===== src/rtl/line_clear_engine_pkg.sv =====
// line_clear_engine_pkg
//   Shared game definitions for the board / line-clear logic:
//   - board geometry (ROWS, COLS) and cell width (COLOR_W)
//   - block_color_t, with EMPTY encoded as 0
//   - score table for 0..4 cleared rows
//   - engine FSM state encoding (also exported on the debug port)
//   - next_cell helper used to skip off-board cells of a locked piece
package line_clear_engine_pkg;

  localparam int ROWS      = 20;
  localparam int COLS      = 10;
  localparam int COLOR_W   = 3;
  localparam int SCORE_MAX = 999999;

  typedef enum logic [2:0] {
    EMPTY   = 3'd0,
    CYAN    = 3'd1,
    YELLOW  = 3'd2,
    MAGENTA = 3'd3,
    GREEN   = 3'd4,
    RED     = 3'd5,
    BLUE    = 3'd6,
    ORANGE  = 3'd7
  } block_color_t;

  localparam logic [10:0] SCORE_0 = 11'd0;
  localparam logic [10:0] SCORE_1 = 11'd40;
  localparam logic [10:0] SCORE_2 = 11'd100;
  localparam logic [10:0] SCORE_3 = 11'd300;
  localparam logic [10:0] SCORE_4 = 11'd1200;

  typedef enum logic [3:0] {
    S_IDLE    = 4'd0,
    S_LK_RD   = 4'd1,
    S_LK_WAIT = 4'd2,
    S_LK_WR   = 4'd3,
    S_SC_RD   = 4'd4,
    S_SC_WAIT = 4'd5,
    S_SC_EVAL = 4'd6,
    S_FILL    = 4'd7,
    S_DONE    = 4'd8
  } lce_state_t;

  // Points awarded for one operation; anything beyond four rows is
  // treated like a tetris.
  function automatic logic [10:0] score_for(input logic [4:0] n);
    logic [10:0] s;
    case (n)
      5'd0:    s = SCORE_0;
      5'd1:    s = SCORE_1;
      5'd2:    s = SCORE_2;
      5'd3:    s = SCORE_3;
      default: s = SCORE_4;
    endcase
    return s;
  endfunction

  // Lowest set index of mask that is >= from; 3'd4 means none left.
  function automatic logic [2:0] next_cell(input logic [3:0] mask,
                                           input logic [2:0] from);
    logic [2:0] r;
    r = 3'd4;
    for (int i = 3; i >= 0; i--) begin
      if (mask[i] && (3'(i) >= from)) r = 3'(i);
    end
    return r;
  endfunction

endpackage


===== src/rtl/line_clear_engine_row_full_detect.sv =====
// row_full_detect
//   Combinational: flags a board row whose every cell is non-EMPTY.
//   Ports:
//     row  in  COLS*COLOR_W  packed row, cell k at [k*COLOR_W +: COLOR_W]
//     full out 1             all COLS cells nonzero
module row_full_detect #(
  parameter int COLS    = 10,
  parameter int COLOR_W = 3
) (
  input  logic [COLS*COLOR_W-1:0] row,
  output logic                    full
);
  import line_clear_engine_pkg::*;

  always_comb begin
    full = 1'b1;
    for (int k = 0; k < COLS; k++) begin
      if (row[k*COLOR_W +: COLOR_W] == COLOR_W'(EMPTY)) full = 1'b0;
    end
  end

endmodule


===== src/rtl/line_clear_engine.sv =====
// line_clear_engine
//   Commits a landed tetromino into board row storage, then removes full
//   rows by compacting the board downwards and back-filling the top with
//   EMPTY rows. Maintains score, line total and the sticky top-out flag.
//
//   Ports:
//     Clk, Reset            clock, asynchronous active-low reset
//     lock_req              1-cycle request pulse, only honoured when idle
//     lock_x, lock_y        four 5-bit coordinates {c3,c2,c1,c0}
//     lock_color            piece color
//     row_rd_en/addr/data   board read port, data valid 1 cycle after en
//     row_wr_en/addr/data   board write port
//     BOARD_BUSY            high while an operation is in progress
//     clear_done            1-cycle completion pulse
//     lines_cleared         rows removed by the last operation
//     lines_total, score    saturating totals
//     game_over             sticky top-out flag
//     fsm_state             current FSM state (debug)
//
//   Handshake: lock_req has no ready; a pulse is accepted only in a cycle
//   where BOARD_BUSY is low. The board ports are plain strobes: a read
//   strobe in cycle t returns row_rd_data in cycle t+1, a write strobe
//   commits at the end of its cycle, and the two are never high together.
module line_clear_engine #(
  parameter int ROWS      = 20,
  parameter int COLS      = 10,
  parameter int COLOR_W   = 3,
  parameter int SCORE_MAX = 999999
) (
  input  logic                    Clk,
  input  logic                    Reset,
  input  logic                    lock_req,
  input  logic [19:0]             lock_x,
  input  logic [19:0]             lock_y,
  input  logic [COLOR_W-1:0]      lock_color,
  output logic                    row_rd_en,
  output logic [4:0]              row_rd_addr,
  input  logic [COLS*COLOR_W-1:0] row_rd_data,
  output logic                    row_wr_en,
  output logic [4:0]              row_wr_addr,
  output logic [COLS*COLOR_W-1:0] row_wr_data,
  output logic                    BOARD_BUSY,
  output logic                    clear_done,
  output logic [2:0]              lines_cleared,
  output logic [15:0]             lines_total,
  output logic [19:0]             score,
  output logic                    game_over,
  output logic [3:0]              fsm_state
);
  import line_clear_engine_pkg::*;

  localparam int          RW        = COLS * COLOR_W;
  localparam logic [4:0]  ROWS_L    = 5'(ROWS);
  localparam logic [4:0]  COLS_L    = 5'(COLS);
  localparam logic [4:0]  LAST_ROW  = 5'(ROWS - 1);
  localparam logic [19:0] SCORE_SAT = 20'(SCORE_MAX);

  lce_state_t state_q, state_d;

  logic [19:0]        lx_q, ly_q;
  logic [COLOR_W-1:0] color_q;
  logic [3:0]         valid_q;      // in-range cells of the accepted piece
  logic               top_hit_q;    // some in-range cell had y <= 1
  logic [2:0]         cell_q;       // cell being committed, 4 = none
  logic [4:0]         src_q, dst_q, fill_q, cleared_q;
  logic [RW-1:0]      row_buf_q;

  logic [3:0]    valid_in;
  logic          top_hit_in;
  logic [2:0]    first_in, nxt_cell;
  logic [4:0]    cur_x, cur_y;
  logic [RW-1:0] row_mod;
  logic          row_full;
  logic [4:0]    cleared_next;
  logic [20:0]   score_sum;
  logic [16:0]   total_sum;
  logic          enter_done;

  row_full_detect #(.COLS(COLS), .COLOR_W(COLOR_W)) u_full (
    .row  (row_buf_q),
    .full (row_full)
  );

  // Cells outside the board are dropped at acceptance so the commit loop
  // can jump straight over them.
  always_comb begin
    valid_in   = '0;
    top_hit_in = 1'b0;
    for (int i = 0; i < 4; i++) begin
      valid_in[i] = (lock_x[i*5 +: 5] < COLS_L) && (lock_y[i*5 +: 5] < ROWS_L);
      if (valid_in[i] && (lock_y[i*5 +: 5] <= 5'd1)) top_hit_in = 1'b1;
    end
  end

  assign first_in = next_cell(valid_in, 3'd0);
  assign nxt_cell = next_cell(valid_q, cell_q + 3'd1);

  always_comb begin
    cur_x = '0;
    cur_y = '0;
    case (cell_q[1:0])
      2'd0: begin cur_x = lx_q[4:0];   cur_y = ly_q[4:0];   end
      2'd1: begin cur_x = lx_q[9:5];   cur_y = ly_q[9:5];   end
      2'd2: begin cur_x = lx_q[14:10]; cur_y = ly_q[14:10]; end
      default: begin cur_x = lx_q[19:15]; cur_y = ly_q[19:15]; end
    endcase
  end

  // Row after dropping the current cell into it.
  always_comb begin
    row_mod = row_buf_q;
    for (int k = 0; k < COLS; k++) begin
      if (cur_x == 5'(k)) row_mod[k*COLOR_W +: COLOR_W] = color_q;
    end
  end

  // The last SC_EVAL and the DONE bookkeeping share an edge, so the
  // totals are taken from the count including the row being evaluated.
  assign cleared_next = cleared_q + {4'd0, (state_q == S_SC_EVAL) && row_full};
  assign score_sum    = {1'b0, score} + {10'd0, score_for(cleared_next)};
  assign total_sum    = {1'b0, lines_total} + {12'd0, cleared_next};
  assign enter_done   = (state_d == S_DONE);

  always_ff @(posedge Clk or negedge Reset) begin
    if (!Reset) state_q <= S_IDLE;
    else        state_q <= state_d;
  end

  always_comb begin
    state_d     = state_q;
    row_rd_en   = 1'b0;
    row_rd_addr = '0;
    row_wr_en   = 1'b0;
    row_wr_addr = '0;
    row_wr_data = '0;
    case (state_q)
      S_IDLE: begin
        if (lock_req) state_d = (first_in != 3'd4) ? S_LK_RD : S_SC_RD;
      end
      S_LK_RD: begin
        row_rd_en   = 1'b1;
        row_rd_addr = cur_y;
        state_d     = S_LK_WAIT;
      end
      S_LK_WAIT: state_d = S_LK_WR;
      S_LK_WR: begin
        row_wr_en   = 1'b1;
        row_wr_addr = cur_y;
        row_wr_data = row_mod;
        state_d     = (nxt_cell != 3'd4) ? S_LK_RD : S_SC_RD;
      end
      S_SC_RD: begin
        row_rd_en   = 1'b1;
        row_rd_addr = src_q;
        state_d     = S_SC_WAIT;
      end
      S_SC_WAIT: state_d = S_SC_EVAL;
      S_SC_EVAL: begin
        if (!row_full && (src_q != dst_q)) begin
          row_wr_en   = 1'b1;
          row_wr_addr = dst_q;
          row_wr_data = row_buf_q;
        end
        if (src_q == 5'd0) state_d = (cleared_next != 5'd0) ? S_FILL : S_DONE;
        else               state_d = S_SC_RD;
      end
      S_FILL: begin
        row_wr_en   = 1'b1;
        row_wr_addr = fill_q;
        if (fill_q == dst_q) state_d = S_DONE;
      end
      S_DONE:  state_d = S_IDLE;
      default: state_d = S_IDLE;
    endcase
  end

  assign BOARD_BUSY = (state_q != S_IDLE);
  assign clear_done = (state_q == S_DONE);
  assign fsm_state  = state_q;

  always_ff @(posedge Clk or negedge Reset) begin
    if (!Reset) begin
      lx_q          <= '0;
      ly_q          <= '0;
      color_q       <= '0;
      valid_q       <= '0;
      top_hit_q     <= 1'b0;
      cell_q        <= '0;
      src_q         <= '0;
      dst_q         <= '0;
      fill_q        <= '0;
      cleared_q     <= '0;
      row_buf_q     <= '0;
      lines_cleared <= '0;
      lines_total   <= '0;
      score         <= '0;
      game_over     <= 1'b0;
    end else begin
      case (state_q)
        S_IDLE: begin
          if (lock_req) begin
            lx_q      <= lock_x;
            ly_q      <= lock_y;
            color_q   <= lock_color;
            valid_q   <= valid_in;
            top_hit_q <= top_hit_in;
            cell_q    <= first_in;
            src_q     <= LAST_ROW;
            dst_q     <= LAST_ROW;
            fill_q    <= '0;
            cleared_q <= '0;
          end
        end
        S_LK_WAIT, S_SC_WAIT: row_buf_q <= row_rd_data;
        S_LK_WR:   cell_q <= nxt_cell;
        S_SC_EVAL: begin
          cleared_q <= cleared_next;
          if (!row_full) dst_q <= dst_q - 5'd1;
          src_q <= src_q - 5'd1;
        end
        S_FILL:  fill_q <= fill_q + 5'd1;
        default: ;
      endcase

      // Results appear together with the clear_done pulse.
      if (enter_done) begin
        lines_cleared <= (cleared_next > 5'd7) ? 3'd7 : cleared_next[2:0];
        lines_total   <= total_sum[16] ? 16'hFFFF : total_sum[15:0];
        score         <= (score_sum > {1'b0, SCORE_SAT}) ? SCORE_SAT : score_sum[19:0];
        if ((cleared_next == 5'd0) && top_hit_q) game_over <= 1'b1;
      end
    end
  end

endmodule


===== config.mk =====
export PLATFORM = sky130hd
export DESIGN_NAME = line_clear_engine
export DESIGN_NICKNAME = d
export VERILOG_FILES = /design/src/rtl/line_clear_engine_pkg.sv /design/src/rtl/line_clear_engine_row_full_detect.sv /design/src/rtl/line_clear_engine.sv
export SDC_FILE = /design/constraint.sdc
export NUM_CORES = 1
export LEC_CHECK = 0
export CAP_MARGIN = 20
export CORE_MARGIN = 2
export CORE_UTILIZATION = 57
export DETAILED_ROUTE_END_ITERATION = 6
export GPL_ROUTABILITY_DRIVEN = 0
export GPL_TIMING_DRIVEN = 0
export PLACE_DENSITY = 0.87
export SLEW_MARGIN = 30
export SYNTH_ARGS = -nofsm -noshare
export SYNTH_HDL_FRONTEND = slang
export SYNTH_SLANG_ARGS = --single-unit

===== constraint.sdc =====
create_clock -name Clk -period 7.07 [get_ports Clk]
set_clock_uncertainty 0.2 [all_clocks]
set_input_delay 1.7675 -clock Clk [delete_from_list [all_inputs] [get_ports Clk]]
set_output_delay 1.7675 -clock Clk [all_outputs]
set_load 0.01 [all_outputs]

# == Word-level counts from Yosys, hierarchy flattened ==
# Cells that the tools add are included.
# word_totals
ff_bits,145
input_bits,76
elab_cells,177
# op_classes
add_sub_neg,7
order_cmp,18
n_eq_ne,29
muxes,62
n_reduce_logical,45
# ops
operator,n
$mux W3,22
$pmux W30 S2,1
$pmux W5 S2,5
$pmux W5 S3,3
$pmux W11 S4,1
$pmux W4 S8,1
$logic_not A3 Y1,10
$mux W30,1
$add A20 B11 Y21,1
$gt A21 B20 Y1 const B,1
$eq A5 B2 Y1 const B,4
$eq A5 B3 Y1 const B,4
$le A5 B1 Y1 const B,4
$lt A5 B4 Y1 const B,4
$lt A5 B5 Y1 const B,4
$mux W20,1
$mux W5,4
$add A16 B5 Y17,1
$eq A4 B3 Y1 const B,4
$mux W1,16
$mux W16,1
$mux W4,4
$logic_and A1 B1 Y1,15
$logic_not A5 Y1,3
other kinds (29),46

# == Logic depth before layout (Yosys ltp) ==
# Gate-level depths: netlist of the first run.
# depth
word_depth,19
mapped_depth,24
depth_no_buf,22

# == Modules after synthesis ==
# A second synthesis of the first run with hierarchy kept.
# unflattened
hier_cells,933
hier_area_um2,8237.9
# modules_own_cells
mod,n_inst,cells_each,area_per_inst_um2,seq_area_each_um2
line_clear_engine,1,917,8156.6,3603.5
row_full_detect,1,16,81.3,0.0

# == Worst setup path after synthesis of the first run ==
# Ideal clock, no wire load.
# synth_timing
path_type,register to register
from,register state_q[2] (netlist: fsm_state[2])
to,register score[3]
setup_ns,0.079
arrival_ns,4.608
slack_ns,2.183
stages_incl_launch_ff,23
path_buffers,4
cell_sequence,dfrtp_1 > clkbuf_1 > nand3_1 > clkbuf_1 > nor2_1 > ha_1 > ha_1 > buf_2 > nor4_1 > nor2_2 > nor2b_1 > ha_1 > inv_1 > fa_1 > nor2b_1 > o31ai_1 > a21oi_1 > o311ai_0 > a31o_2 > a211oi_2 > nand2b_4 > buf_6 > a2bb2oi_1
# synth_via
elab_chain_cells,8
# synth_rtl
item,line,text
from (decl),line_clear_engine.sv:58,"lce_state_t state_q, state_d;"
from (signal assigned),line_clear_engine.sv:126,else state_q <= state_d;
$eq A4 B3 Y1,"line_clear_engine.sv:119, line_clear_engine.sv:136",
$logic_and A1 B1 Y1,line_clear_engine.sv:119,"assign cleared_next = cleared_q + {4'd0, (state_q == S_SC_EVAL) && row_full};"
$add A5 B1 Y5,line_clear_engine.sv:119,
"$eq A5 B2 Y1, or another cell as far along",line_clear_engine_pkg.sv:48,case (n)
$pmux W11 S4 / $mux W4 (equally long branches),"line_clear_engine_pkg.sv:48, line_clear_engine.sv:164",
$add A20 B11 Y21 / $mux W4 (equally long branches),"line_clear_engine.sv:120, line_clear_engine.sv:164",
$gt A21 B20 Y1 / $pmux W4 S8 (equally long branches),"line_clear_engine.sv:229, line_clear_engine.sv:136",
$mux W20 / $eq A4 B4 Y1 (equally long branches),"line_clear_engine.sv:229, line_clear_engine.sv:122",
to (signal assigned),line_clear_engine.sv:229,"score <= (score_sum > {1'b0, SCORE_SAT}) ? SCORE_SAT : score_sum[19:0];"
to (decl),line_clear_engine.sv:46,"output logic [19:0] score,"
# Several ways; a longest one is shown, not always the timed one.
# A chain may end at the register's enable or synchronous reset.

# == Final worst setup path of the first run ==
# Ends and elaborated chain as after synthesis.

==> results of run 1 <==
cells in the mapped netlist (all sizes together) (4+ instances only):
| cell | n | area, µm² |
|---|---|---|
| nand3 | 27 | 135.1 |
| mux2 | 33 | 371.6 |
| nand4 | 7 | 50.05 |
| o211ai | 7 | 62.56 |
| nor4 | 6 | 37.54 |
| a222oi | 10 | 100.1 |
| inv | 23 | 86.33 |
| o21a | 9 | 67.56 |
| o31ai | 4 | 30.03 |
| clkbuf | 34 | 127.6 |
| nor2 | 70 | 265.3 |
| nor2b | 9 | 56.30 |
| nor3 | 29 | 156.4 |
| buf | 18 | 111.4 |
| xor2 | 19 | 166.4 |
| a22o | 31 | 271.5 |
| ha | 23 | 287.8 |
| nand2 | 221 | 829.6 |
| a21oi | 42 | 214.0 |
| a31oi | 4 | 25.02 |
| nand3b | 5 | 37.54 |
| a22oi | 9 | 67.56 |
| and2 | 6 | 37.54 |
| or2 | 4 | 25.03 |
| a21o | 8 | 60.06 |
| and3 | 9 | 56.30 |
| o22a | 4 | 35.03 |
| nand2b | 7 | 51.30 |
| xnor2 | 21 | 183.9 |
| o21ai | 45 | 229.0 |
| or3 | 7 | 48.80 |
| dfrtp | 144 | 3603 |
| o22ai | 6 | 37.54 |
power by group through the flow:
stage	Combinational (W)	Sequential, W	Clock, W
2_1_floorplan	0.00127	0.00124	0
3_3_place_gp	0.00188	0.00128	0
3_5_place_dp	0.00194	0.00129	0
4_1_cts	0.00197	0.00128	0.000928
5_1_grt	0.00217	0.00132	0.000968
6_report	0.00199	0.00129	0.000926
registers in the layout, indices dropped and copies added (netlist names), 3 cells and up:
| signal | cells |
|---|---|
| row_buf_q | 30 |
| lx_q | 20 |
| ly_q | 20 |
| score | 19 |
| lines_total | 16 |
| cleared_q | 5 |
| dst_q | 5 |
| fill_q | 5 |
| src_q | 5 |
| fsm_state | 4 |
| valid_q | 4 |
| cell_q | 3 |
| color_q | 3 |
| lines_cleared | 3 |
worst min-delay path by stage:
stage                   start        end  slack [ns]
global route          ly_q[6]    ly_q[6]        0.29
detailed placement  game_over  game_over        0.26
floorplan            lx_q[15]   lx_q[15]        0.24
global placement    game_over  game_over        0.25
CTS                   ly_q[0]    ly_q[0]        0.28
finish                ly_q[0]    ly_q[0]        0.27
per-layer routing:
| layer | vias up | wire (µm) |
|---|---|---|
| li1 | 3699 | - |
| met1 | 3889 | 9604 |
| met2 | 364 | 11420 |
| met3 | 71 | 1768 |
| met4 | 0 | 880 |
| met5 | - | 0 |
kinds of logic after synthesis:
group,Yosys count,share of synthesized area (%)
compound gates,213,18.07
flops,144,43.11
mux,35,4.686
xor+xnor,40,4.192
fa+ha+maj,25,3.802
buf+inv,77,4.042
simple gates,412,22.10
per-stage QoR:
stage / TNS (ns) / instance area (µm²) / std cells
after floorplan: 0 / 8358 / 946
after global placement: -243.81 / 10220 / 1293
after detailed placement: 0 / 10250 / 1294
after CTS: 0 / 10860 / 1325
after global routing: 0 / 10860 / 1325
final: 0 / 10860 / 1325
layout make-up:
class | instances | area [µm²] | share of cell area, %
Multi-Input combinational cell | 725 | 4417 | 40.68
Sequential cell | 144 | 3603 | 33.19
Timing Repair Buffer | 164 | 1664 | 15.33
Clock buffer | 21 | 470.5 | 4.333
Buffer | 52 | 239.0 | 2.201
Tap cell | 184 | 230.2 | 2.120
Clock inverter | 10 | 135.1 | 1.245
Inverter | 25 | 98.84 | 0.9103
critical path, stage by stage (launching register included):
cell	delay, ns
dfrtp_1	0.47
clkbuf_1	0.28
nand3_1	0.20
clkbuf_1	0.37
nor2_1	0.10
ha_1	0.24
ha_1	0.18
buf_2	0.17
nor4_1	0.43
nor2_2	0.17
nor2b_1	0.20
ha_1	0.23
inv_1	0.07
fa_1	0.40
nor2b_1	0.23
o31ai_1	0.16
a21oi_1	0.45
o311ai_0	0.18
a31o_2	0.26
a211oi_2	0.23
nand2b_4	0.21
buf_6	0.16
a2bb2oi_1	0.17
==> impl_metrics.ini, run 1 <==
[place]
hpwl_mm = 16.85
port_buffers = 163
pre_cts_ws_ns = 1.304

[final_layout]
syn_to_final_growth_pct = 29.91
diodes = 0
final_common_cell = nand2_1
fillers = 1036
nets = 1229
fin_util_pct = 75.28
drive_gt1_share_pct = 8.501
mostFrequentLayoutCells = nand2_1, clkdlybuf4s50_1, dfrtp_1

[flow_run]
maxCapViolCount = 0

[power_and_ir_drop]
p_int_w = 0.002538
p_leak_nw = 4.923
seqPwrFrac_pct = 30.7
combPwrFrac_pct = 47.3
max-vdd-ir-drop_uv = 231.2
pwr-share-clk_pct = 22.0
power_density_nw_per_um2 = 387.3
power_w = 0.004205
p_sw_w = 0.001667
sw_frac_of_total_pct = 39.65

[clock_tree]
h-tree-depth = 4
post_cts_resized = 0
cts.sinks = 144
root_buffer = clkbuf_16
cts_tree = built
path_clk_slew_ns = 0.06
postCtsSetupBuffers = 0
cts_buffers = 17
hold_buffers = 0
clock_path_buffers = 2
clock_latency_ns = 0.44

[detailed_routing]
viasPerCell = 6.055
drt_iter0_markers = 688
drt-pass1-iter-count = 5
num_vias = 8023
wirelength_mm = 23.68
drc = 0
antenna_left = 0
wl_per_cell_um = 17.87

[sta]
timing.fmax_ghz = 0.1705
maxSlewViolCount = 0
fin_ws_ns = 1.206
hold_ws_ns = 0.2720
hold_viol = 0
final-setup-viol-count = 0
rsz0062_at_grt = no
period_share_pct = 82.94
min_period_ns = 5.864
worst_slew_pin_slew_ns = 0.6757
slew_headroom_pct = 54.96

[grt]
grt_busiest_layer = met2
grt_max_degree = 74
use_met1_pct = 38.21
track_usage_pct = 30.70
grt_pass1_vias = 7970
grtUsageMet2_pct = 50.51
overflow = 0
grt_antenna_before_repair = 0
grt_pass1_wl_mm = 38.91
gr-usage-met3_pct = 7.445

[die]
row_count = 44
initial_core_util_pct = 57.95
pin_count = 164
die_h_um = 125.1
dieArea_um2 = 15650
dieWidth_um = 125.1
coreArea_um2 = 14420

[setup_path]
crit_fanout = 10
worstSetupPathType = flop to flop
timing.rr.end = score[3]
cp-endpoint = score[3]
worstSetupEndpointType = flop
r2r_slack_ns = 1.21
r2r_cells = 22
cp.arrival_ns = 6.02
crit_path_start_kind = flop
cp-startpoint = fsm_state[2]
cp_data_required_time_ns = 7.23
timing.rr.start = fsm_state[2]

[synth]
seq_area_frac_synth_pct = 43.11
synthFlopType = dfrtp_1
yosys_warnings = 0
ys_types = 77
post_synth.cell_area_avg_um2 = 8.835
ys_seq_elements = 144
synthCells = 946
synth_enable_flop_cells = 0
synth.cell_area_um2 = 8358
async_flop_share_pct = 100.0
synth_fp_nets = 1046

[status]
status = complete, no violations

[worst_hold_path]
min_path_type = flop to flop
holdPathStages = 2
Power figures use the tool's default switching activity.
==> inputs of run 2 (changes only) <==
--- a/config.mk
+++ b/config.mk
@@ -7,11 +7,11 @@
 export LEC_CHECK = 0
 export CAP_MARGIN = 20
 export CORE_MARGIN = 2
-export CORE_UTILIZATION = 57
+export CORE_UTILIZATION = 53
 export DETAILED_ROUTE_END_ITERATION = 6
 export GPL_ROUTABILITY_DRIVEN = 0
 export GPL_TIMING_DRIVEN = 0
-export PLACE_DENSITY = 0.87
+export PLACE_DENSITY = 0.82
 export SLEW_MARGIN = 30
 export SYNTH_ARGS = -nofsm -noshare
 export SYNTH_HDL_FRONTEND = slang
==> constraint.sdc (replaced) <==
create_clock -name Clk -period 5.9 [get_ports Clk]
set_clock_uncertainty 0.2 [all_clocks]
set_input_delay 1.475 -clock Clk [delete_from_list [all_inputs] [get_ports Clk]]
set_output_delay 1.475 -clock Clk [all_outputs]
set_load 0.01 [all_outputs]
==> run 2 against run 1 <==
Sequential share of layout area fell by 0.065 points. Cell area rose by 0.20%. First-iteration DRC count fell by 19%. Power rose by 17%. Largest cell class unchanged. Largest power group unchanged.
==> impl_metrics.ini, run 2 (synthesized netlist as in run 1, its figures left out) <==
[status]
status = complete, no violations

[sta]
rsz0062_at_grt = no
slew_headroom_pct = 54.82
min_period_ns = 5.502
final-setup-viol-count = 0
period_share_pct = 93.25
timing.fmax_ghz = 0.1818
worst_slew_pin_slew_ns = 0.6778
hold_viol = 0
maxSlewViolCount = 0
finalSetupTns_ns = 0

[detailed_routing]
drt_iter0_markers = 557
viasPerCell = 5.728
wl_per_cell_um = 17.24
drc = 0
antenna_left = 0
num_vias = 7750
wirelength_mm = 23.33
drt-pass1-iter-count = 5

[final_layout]
largest_register = row_buf_q
final_common_cell = nand2_1
nets = 1229
largest_reg_flops = 30
diodes = 0
syn_to_final_growth_pct = 30.16
reg_top3 = row_buf_q (30), lx_q (20), ly_q (20)
mostFrequentLayoutCells = nand2_1, clkdlybuf4s50_1, dfrtp_1
fin_util_pct = 71.04
drive_gt1_share_pct = 8.757

[clock_tree]
cts.sinks = 144
root_buffer = clkbuf_16
cts_tree = built
path_clk_slew_ns = 0.06
clock_path_buffers = 2
hold_buffers = 0
h-tree-depth = 4
cts_buffers = 17
clock_latency_ns = 0.43

[grt]
grt_pass1_wl_mm = 37.71
grt_antenna_before_repair = 0
overflow = 0
track_usage_pct = 28.71
grt_max_degree = 88
grt_pass1_vias = 7708

[die]
pin_count = 164
dieArea_um2 = 16790
row_count = 45
initial_core_util_pct = 54.58
die_h_um = 129.6
dieWidth_um = 129.6
coreArea_um2 = 15310

[place]
port_buffers = 163
hpwl_mm = 16.85

[power_and_ir_drop]
seqPwrFrac_pct = 31.2
p_leak_nw = 4.920
sw_frac_of_total_pct = 39.85
p_sw_w = 0.001960
pwr-share-clk_pct = 20.6
p_int_w = 0.002959
max-vdd-ir-drop_uv = 259.7
combPwrFrac_pct = 48.1
power_density_nw_per_um2 = 452.2

[worst_hold_path]
min_path_type = flop to flop
holdPathStages = 1

[setup_path]
crit_fanout = 10
crit_path_start_kind = flop
cp_data_required_time_ns = 6.05
worstSetupEndpointType = flop
r2r_cells = 23
cp.arrival_ns = 5.65
worstSetupPathType = flop to flop

[flow_run]
maxCapViolCount = 0
run 2: cell types whose count changed in the layout (fill, tap and decap cells not counted), sizes merged:
cell | previous run | this run
buf | 20 | 21
clkinv | 5 | 8
clkinvlp | 4 | 3
bufinv | 3 | 1
run 2: what timing repair did:
| action | 4_1_cts | 5_1_grt |
|---|---|---|
| endpoints found under the setup margin | 0 | 15 |
| setup buffers | 0 | 0 |
| gates resized for setup | 0 | 2 |
run 2: metrics by stage:
stage	worst slack, ns	total power, W	hold slack, ns	instance area, µm²	cells
after floorplan	1.013	0.003014	0.2403	8358	946
after global placement	-2.637	0.003804	0.2493	10250	1320
after detailed placement	0.1092	0.003878	0.2626	10310	1322
after CTS	0.1187	0.004915	0.2776	10870	1354
after global routing	0.02736	0.005269	0.2850	10880	1353
final	0.3984	0.004919	0.2723	10880	1353
run 2: area by class of cell:
class,count,area [µm²]
multi-input cells,725,4425
flip-flops and latches,144,3603
clock buffers,22,474.2
fillers,1236,4436
plain buffers,51,235.2
well taps,211,264.0
inverters,25,98.84
clock inverters,10,86.33
repair buffers,165,1692
run 2: worst max-delay path, stage by stage, from the launching register on:
cell and delay (ns):
dfrtp_1 0.39, or3_1 0.39, o31ai_1 0.09, nor3_1 0.13, nand4_1 0.17, nor2_1 0.06
ha_1 0.23, ha_1 0.19, buf_2 0.16, nor4_1 0.43, nor2_2 0.17, nor3_4 0.25
inv_2 0.09, ha_1 0.38, o211ai_1 0.13, o21ai_2 0.29, a221o_1 0.24, buf_2 0.23
nor4bb_1 0.32, nor3_1 0.14, a211oi_2 0.19, nand2b_4 0.21, buf_6 0.16, a2bb2oi_1 0.16
run 2: power groups by stage:
stage               clock network, W  registers (W)  logic [W]
finish                       0.00102        0.00154    0.00237
global route                 0.00108        0.00157    0.00262
CTS                          0.00103        0.00153    0.00236
detailed placement                 0        0.00154    0.00234
global placement                   0        0.00153    0.00227
floorplan                          0        0.00149    0.00152
run 2: path summary, 6_finish.rpt:
kind                                    start        end  slack, ns
worst max-delay path            row_buf_q[26]   score[3]       0.40
worst min-delay path                game_over  game_over       0.27
worst max register to register  row_buf_q[26]   score[3]       0.40
worst min register to register      game_over  game_over       0.27
max in group asynchronous               Reset   score[0]       4.03
min in group asynchronous               Reset    lx_q[0]       0.83
run 2: layer usage:
layer | share of wire, % | vias to the layer above | global-route usage (%)
met3 | 7.5 | 53 | 6.317
met2 | 47 | 316 | 47.71
met4 | 2.9 | 0 | 12.21
met5 | 0 | - | 0
li1 | - | 3697 | -
met1 | 42 | 3684 | 36.35
